===== config.mk =====
export PLATFORM = sky130hd
export DESIGN_NAME = bexkat_intunit
export DESIGN_NICKNAME = d
export VERILOG_FILES = /design/src/rtl/bexkat_intunit.sv
export SDC_FILE = /design/constraint.sdc
export NUM_CORES = 1
export LEC_CHECK = 0
export CORE_UTILIZATION = 45
export DETAILED_ROUTE_END_ITERATION = 10
export PLACE_DENSITY = 0.63
export SLEW_MARGIN = 20
export SYNTH_ARGS = -nofsm -noshare
export SYNTH_HDL_FRONTEND = slang
export SYNTH_SLANG_ARGS = --single-unit

===== constraint.sdc =====
create_clock -name clk -period 6.7 [get_ports clk]
set_input_delay 0.67 -clock clk [delete_from_list [all_inputs] [get_ports clk]]
set_output_delay 0.67 -clock clk [all_outputs]
set_load 0.01 [all_outputs]

===== src/rtl/bexkat_intunit.sv =====
// ---------------------------------------------------------------------------
// bexkat_intunit
//
// Iterative integer multiply/divide unit for the bexkat core. One request is
// accepted at a time through a start/busy/done handshake. Multiplies produce
// a double-width product. Divides and mods produce a quotient/remainder pair.
// Signed and unsigned forms are both supported.
//
// Parameters:
//   WIDTH  operand width in bits (even, >= 4)
//
// Ports:
//   clk    rising-edge clock
//   reset  asynchronous, active-high reset
//   start  request; accepted only while busy is low
//   func   0 MULU, 1 MULS, 2 DIVU, 3 DIVS, 4 MODU, 5 MODS, 6/7 reserved
//   in1    multiplicand / dividend
//   in2    multiplier / divisor
//   busy   operation in progress
//   done   one-cycle completion pulse
//   out    result, held until the next completion
//            for multiplies: full 2*WIDTH product
//            for divides: {remainder, quotient}
//            for remainder ops: {quotient, remainder}
//   div0   last completed operation divided by zero; held with out
// ---------------------------------------------------------------------------
module bexkat_intunit #(
  parameter int WIDTH = 32
) (
  input  logic               clk,
  input  logic               reset,
  input  logic               start,
  input  logic [2:0]         func,
  input  logic [WIDTH-1:0]   in1,
  input  logic [WIDTH-1:0]   in2,
  output logic               busy,
  output logic               done,
  output logic [2*WIDTH-1:0] out,
  output logic               div0
);

  localparam int CW = $clog2(WIDTH + 1);

  typedef enum logic [1:0] {
    IDLE,
    PREP,
    RUN,
    FIX
  } state_t;

  state_t             state;
  logic [2:0]         func_q;
  logic [WIDTH-1:0]   op1;
  logic [WIDTH-1:0]   op2;
  logic [2*WIDTH-1:0] acc;
  logic [WIDTH:0]     rem;
  logic [CW-1:0]      cnt;
  logic               neg_main;
  logic               neg_rem;
  logic               zero_div;

  // Operation decode from the latched function code
  logic is_mul;
  logic is_mod;
  logic is_rsvd;
  logic is_signed;

  assign is_mul    = (func_q[2:1] == 2'b00);
  assign is_mod    = (func_q[2:1] == 2'b10);
  assign is_rsvd   = (func_q[2:1] == 2'b11);
  assign is_signed = func_q[0] & ~is_rsvd;

  // Operand magnitudes. The most negative value maps onto itself, and that
  // is the correct unsigned magnitude 2^(WIDTH-1).
  logic [WIDTH-1:0] mag1;
  logic [WIDTH-1:0] mag2;

  assign mag1 = (is_signed && op1[WIDTH-1]) ? -op1 : op1;
  assign mag2 = (is_signed && op2[WIDTH-1]) ? -op2 : op2;

  // Multiply step: the multiplier in op2 is consumed MSB first. The
  // accumulator doubles each cycle and adds the multiplicand when the bit
  // is set.
  logic [2*WIDTH-1:0] acc_next;

  assign acc_next = {acc[2*WIDTH-2:0], 1'b0} +
                    (op2[WIDTH-1] ? {{WIDTH{1'b0}}, op1} : '0);

  // Restoring divide step: op1 shifts the dividend out of its MSB and the
  // quotient into its LSB. The trial is one bit wider than the remainder
  // register, so its top bit of the difference is a clean borrow flag.
  logic [WIDTH+1:0] trial;
  logic [WIDTH+1:0] diff;
  logic             borrow;

  assign trial  = {rem, op1[WIDTH-1]};
  assign diff   = trial - {2'b00, op2};
  assign borrow = diff[WIDTH+1];

  // Final result formation, consumed only in FIX. On a zero divisor, op1
  // still holds the raw dividend because PREP leaves it untouched.
  logic [2*WIDTH-1:0] prod;
  logic [WIDTH-1:0]   quo;
  logic [WIDTH-1:0]   rmd;
  logic [2*WIDTH-1:0] result;

  always_comb begin
    prod = neg_main ? -acc : acc;
    quo  = neg_main ? -op1 : op1;
    rmd  = neg_rem ? -rem[WIDTH-1:0] : rem[WIDTH-1:0];
    if (zero_div) begin
      quo = '1;
      rmd = op1;
    end
    if (is_rsvd) begin
      result = '0;
    end else if (is_mul) begin
      result = prod;
    end else if (is_mod) begin
      result = {quo, rmd};
    end else begin
      result = {rmd, quo};
    end
  end

  // Control FSM and datapath registers
  always_ff @(posedge clk or posedge reset) begin
    if (reset) begin
      state    <= IDLE;
      func_q   <= '0;
      op1      <= '0;
      op2      <= '0;
      acc      <= '0;
      rem      <= '0;
      cnt      <= '0;
      neg_main <= 1'b0;
      neg_rem  <= 1'b0;
      zero_div <= 1'b0;
      busy     <= 1'b0;
      done     <= 1'b0;
      out      <= '0;
      div0     <= 1'b0;
    end else begin
      done <= 1'b0;
      case (state)
        IDLE: begin
          if (start) begin
            func_q <= func;
            op1    <= in1;
            op2    <= in2;
            busy   <= 1'b1;
            state  <= PREP;
          end
        end

        PREP: begin
          // The quotient takes the product's sign rule. The remainder
          // follows the dividend.
          neg_main <= is_signed & (op1[WIDTH-1] ^ op2[WIDTH-1]);
          neg_rem  <= is_signed & op1[WIDTH-1];
          acc      <= '0;
          rem      <= '0;
          cnt      <= CW'(WIDTH);
          zero_div <= 1'b0;
          if (is_rsvd) begin
            state <= FIX;
          end else if (!is_mul && op2 == '0) begin
            zero_div <= 1'b1;
            neg_main <= 1'b0;
            neg_rem  <= 1'b0;
            state    <= FIX;
          end else begin
            op1   <= mag1;
            op2   <= mag2;
            state <= RUN;
          end
        end

        RUN: begin
          if (is_mul) begin
            acc <= acc_next;
            op2 <= {op2[WIDTH-2:0], 1'b0};
          end else begin
            rem <= borrow ? trial[WIDTH:0] : diff[WIDTH:0];
            op1 <= {op1[WIDTH-2:0], ~borrow};
          end
          cnt <= cnt - CW'(1);
          if (cnt == CW'(1)) begin
            state <= FIX;
          end
        end

        FIX: begin
          out   <= result;
          div0  <= zero_div;
          done  <= 1'b1;
          busy  <= 1'b0;
          state <= IDLE;
        end

        default: state <= IDLE;
      endcase
    end
  end

endmodule

==> impl_metrics.tcl <==
set metrics [dict create \
    synth_edf_count 0 \
    clkTransAtPathRegs_ps 60 \
    clockRootBuffer "clkbuf_16" \
    required_ps 7210 \
    dpl.hpwl_um 52000 \
    rsz0062_at_grt "no" \
    min_period_ps 5070 \
    io_buffers 136 \
    ys_seq_area_share_pct 31.4 \
    post-cts-setup-buffer-count 0 \
    viasPerCell 6.29 \
    skew_ps 27.9 \
    insertion_delay_ps 610 \
    layout-drive-gt1-share_pct 5.37 \
    routabilityCongestion 1.02 \
    nNetsFinal 2620 \
    pwr-share-seq_pct 23.5 \
    synth_nets 2613 \
    ant_nets 0 \
    initial_core_util_pct 45.8 \
    synthToLayoutAreaGrowth_pct 13.6 \
    vias 19100 \
    powerDensity_nw_per_um2 524 \
    rr_endpoint "acc[57]" \
    die_area_um2 43600 \
    avgSynthCellArea_um2 7.81 \
    cts_tree "yes" \
    grt_pass1_vias 17900 \
    postCtsHoldBufs 0 \
    min_path_type "in -> async" \
    internal-power_w 0.00564 \
    rr_startpoint "op2[31]" \
    slew_headroom_pct 25.2 \
    setup_viol 0 \
    final_cell_mix "332 x o21ai_0, 255 x nand2_1, 244 x nor2_1, 239 x dfrtp_1, 142 x a21oi_1" \
    rows 75 \
    firstDrtPassIters 7 \
    tightest_slew_ps 1120 \
    ir_worst_vdd_mv 0.340 \
    max-clock-path-buffers 3 \
    synth_cells 2466 \
    die_w_um 209 \
    n_antenna_cell 0 \
    antenna_found_initial 0 \
    synthFlopType "dfrtp_1" \
    fmax_mhz 197 \
    grt_overflow 0 \
    p_switching_w 0.00582 \
    crit_path_end_kind "flop" \
    synth_cell_types 86 \
    finalMaxSlewViolations 0 \
    swShare_pct 50.8 \
    fin_tns_setup_ps 0 \
    drcViolationCount 0 \
    core_area_um2 42000 \
    drt-met1-wl_um 28200 \
    yosysWarnings 0 \
    wirelength_um 70600 \
    min_period_over_period_pct 75.7 \
    maxUsedRoutingLayer "met4" \
    htreeDepth 1 \
    start_kind "flop" \
    final_common_cell "o21ai_0" \
    grt_pass1_wl_um 108000 \
    wl_per_cell_um 23.2 \
    grt_usage_pct 31.8 \
    ys_ff_latch 242 \
    cts_num_sinks 242 \
    worstPathArrival_ps 5580 \
    cts_resized 0 \
    r2r_setup_slack_ps 1630 \
    io_pins 137 \
    met2WireLength_um 33400 \
    reg2reg_depth 15 \
    netlist_area_um2 19300 \
    dieHeight_um 209 \
    post-route-util_pct 52.0 \
    grt_max_degree 100 \
    leakagePower_nw 8.98 \
    ys_async_sr_fraction_pct 100 \
    pwr-share-clk_pct 16.4 \
    drt_iter0_markers 2084 \
    cp_max_fo 29 \
    criticalPathCategory "reg -> reg" \
    power_frac_comb_pct 60.0 \
    outcome "completed" \
    cap_viol_max_count 0 \
    wl_met3_um 4560 \
    finalHoldViolCount 0 \
    cts_buffers 31 \
]
layout make-up:
type,instances,area [um2]
Fill cell,4117,20200
Sequential cell,242,6060
Inverter,88,334
Clock inverter,22,320
Multi-Input combinational cell,1949,12100
Tap cell,539,674
Timing Repair Buffer,161,1550
Clock buffer,35,821
per-stage QoR:
step / hold WS, ps / cells / cell area, um2 / worst slack (ps) / power (W)
after floorplan: 440 / 2466 / 19300 / 2850 / 0.00715
after global placement: 461 / 2979 / 20700 / 1810 / 0.00935
after detailed placement: 466 / 2979 / 20700 / 1690 / 0.00945
after CTS: 322 / 3036 / 21900 / 1650 / 0.0114
after global routing: 350 / 3036 / 21900 / 1200 / 0.0122
final: 335 / 3036 / 21900 / 1630 / 0.0115
sequential cells by signal (all words and copies together) (netlist names):
name / count
cnt: 6
acc: 64
out: 64
neg_main: 1
neg_rem: 1
op1: 32
zero_div: 1
state: 2
op2: 32
busy: 1
done: 1
div0: 1
func_q: 3
rem: 33
worst max-delay path by stage:
stage,depth (start not counted),endpoint,slack [ps],start
floorplan,1,acc[0],2850,reset
global placement,15,acc[57],1810,op2[31]
detailed placement,14,acc[63],1690,op2[31]
CTS,15,acc[57],1650,op2[31]
global route,15,acc[51],1200,op2[31]
finish,15,acc[57],1630,op2[31]
synthesized netlist by cell type (6+ instances only):
cell type | number | area [um2]
a22oi_1 | 7 | 52.6
a222oi_1 | 25 | 250
or3_1 | 37 | 231
a32oi_1 | 12 | 105
nor2_1 | 246 | 923
nand2_1 | 256 | 961
ha_1 | 75 | 938
buf_1 | 11 | 41.3
nand3_1 | 42 | 210
o22ai_1 | 24 | 150
o31a_1 | 7 | 61.3
dfrtp_1 | 242 | 6060
o31ai_1 | 30 | 225
a21oi_1 | 143 | 716
o21ai_0 | 332 | 1660
mux2i_1 | 12 | 120
a31oi_1 | 21 | 131
nand2b_1 | 14 | 87.6
or2_2 | 9 | 56.3
mux2_2 | 6 | 67.6
a211oi_1 | 36 | 270
or4_1 | 12 | 90.1
o41ai_1 | 16 | 140
a221oi_1 | 36 | 315
inv_1 | 83 | 312
nor2b_1 | 7 | 43.8
and2_1 | 29 | 181
xor2_1 | 84 | 736
o221ai_1 | 15 | 131
a22o_1 | 13 | 114
and3_1 | 14 | 87.6
nor3_1 | 71 | 355
nand4_1 | 16 | 100
xnor2_1 | 114 | 998
clkbuf_1 | 159 | 597
a21o_1 | 42 | 315
clkbuf_8 | 10 | 138
o21a_1 | 20 | 150
o211ai_1 | 19 | 143
nor4_1 | 27 | 169
cell families (layout without fill, tap and decap cells):
kind of cell / count (synthesis) / in the layout / synth area share, %
and+or+nand+nor: 815 / 815 / 19.9
AOI/OAI and AO/OA: 841 / 841 / 27.6
DFF: 242 / 242 / 31.4
muxes: 18 / 18 / 0.974
adders and majority gates: 77 / 77 / 5.08
xor gates and xnor gates: 198 / 198 / 9.00
buffers and inverters: 275 / 306 / 5.96
worst max-delay path, stage by stage (launching register included):
cell,delay (ps)
dfrtp_1,920
clkinv_1,610
nor2_1,230
ha_1,220
fa_1,260
a211oi_1,110
o21bai_1,230
a211oi_1,210
or4_1,560
o211ai_1,240
a41oi_1,180
buf_4,200
nor2_1,490
nand4_1,180
xor2_1,170
o21ai_0,140
power groups by stage:
stage,registers [W],clock network (W),logic [W]
2_1_floorplan,0.00237,0,0.00478
3_3_place_gp,0.00269,0,0.00666
3_5_place_dp,0.00270,0,0.00675
4_1_cts,0.00268,0.00191,0.00677
5_1_grt,0.00275,0.00196,0.00746
6_report,0.00270,0.00188,0.00688
metal layers:
metal	GRT usage [%]	up-vias
met1	40.2	9260
met3	4.39	173
met5	0	-
met2	52.5	714
met4	17.6	0
li1	-	8958
Power figures use the tool's default switching activity.
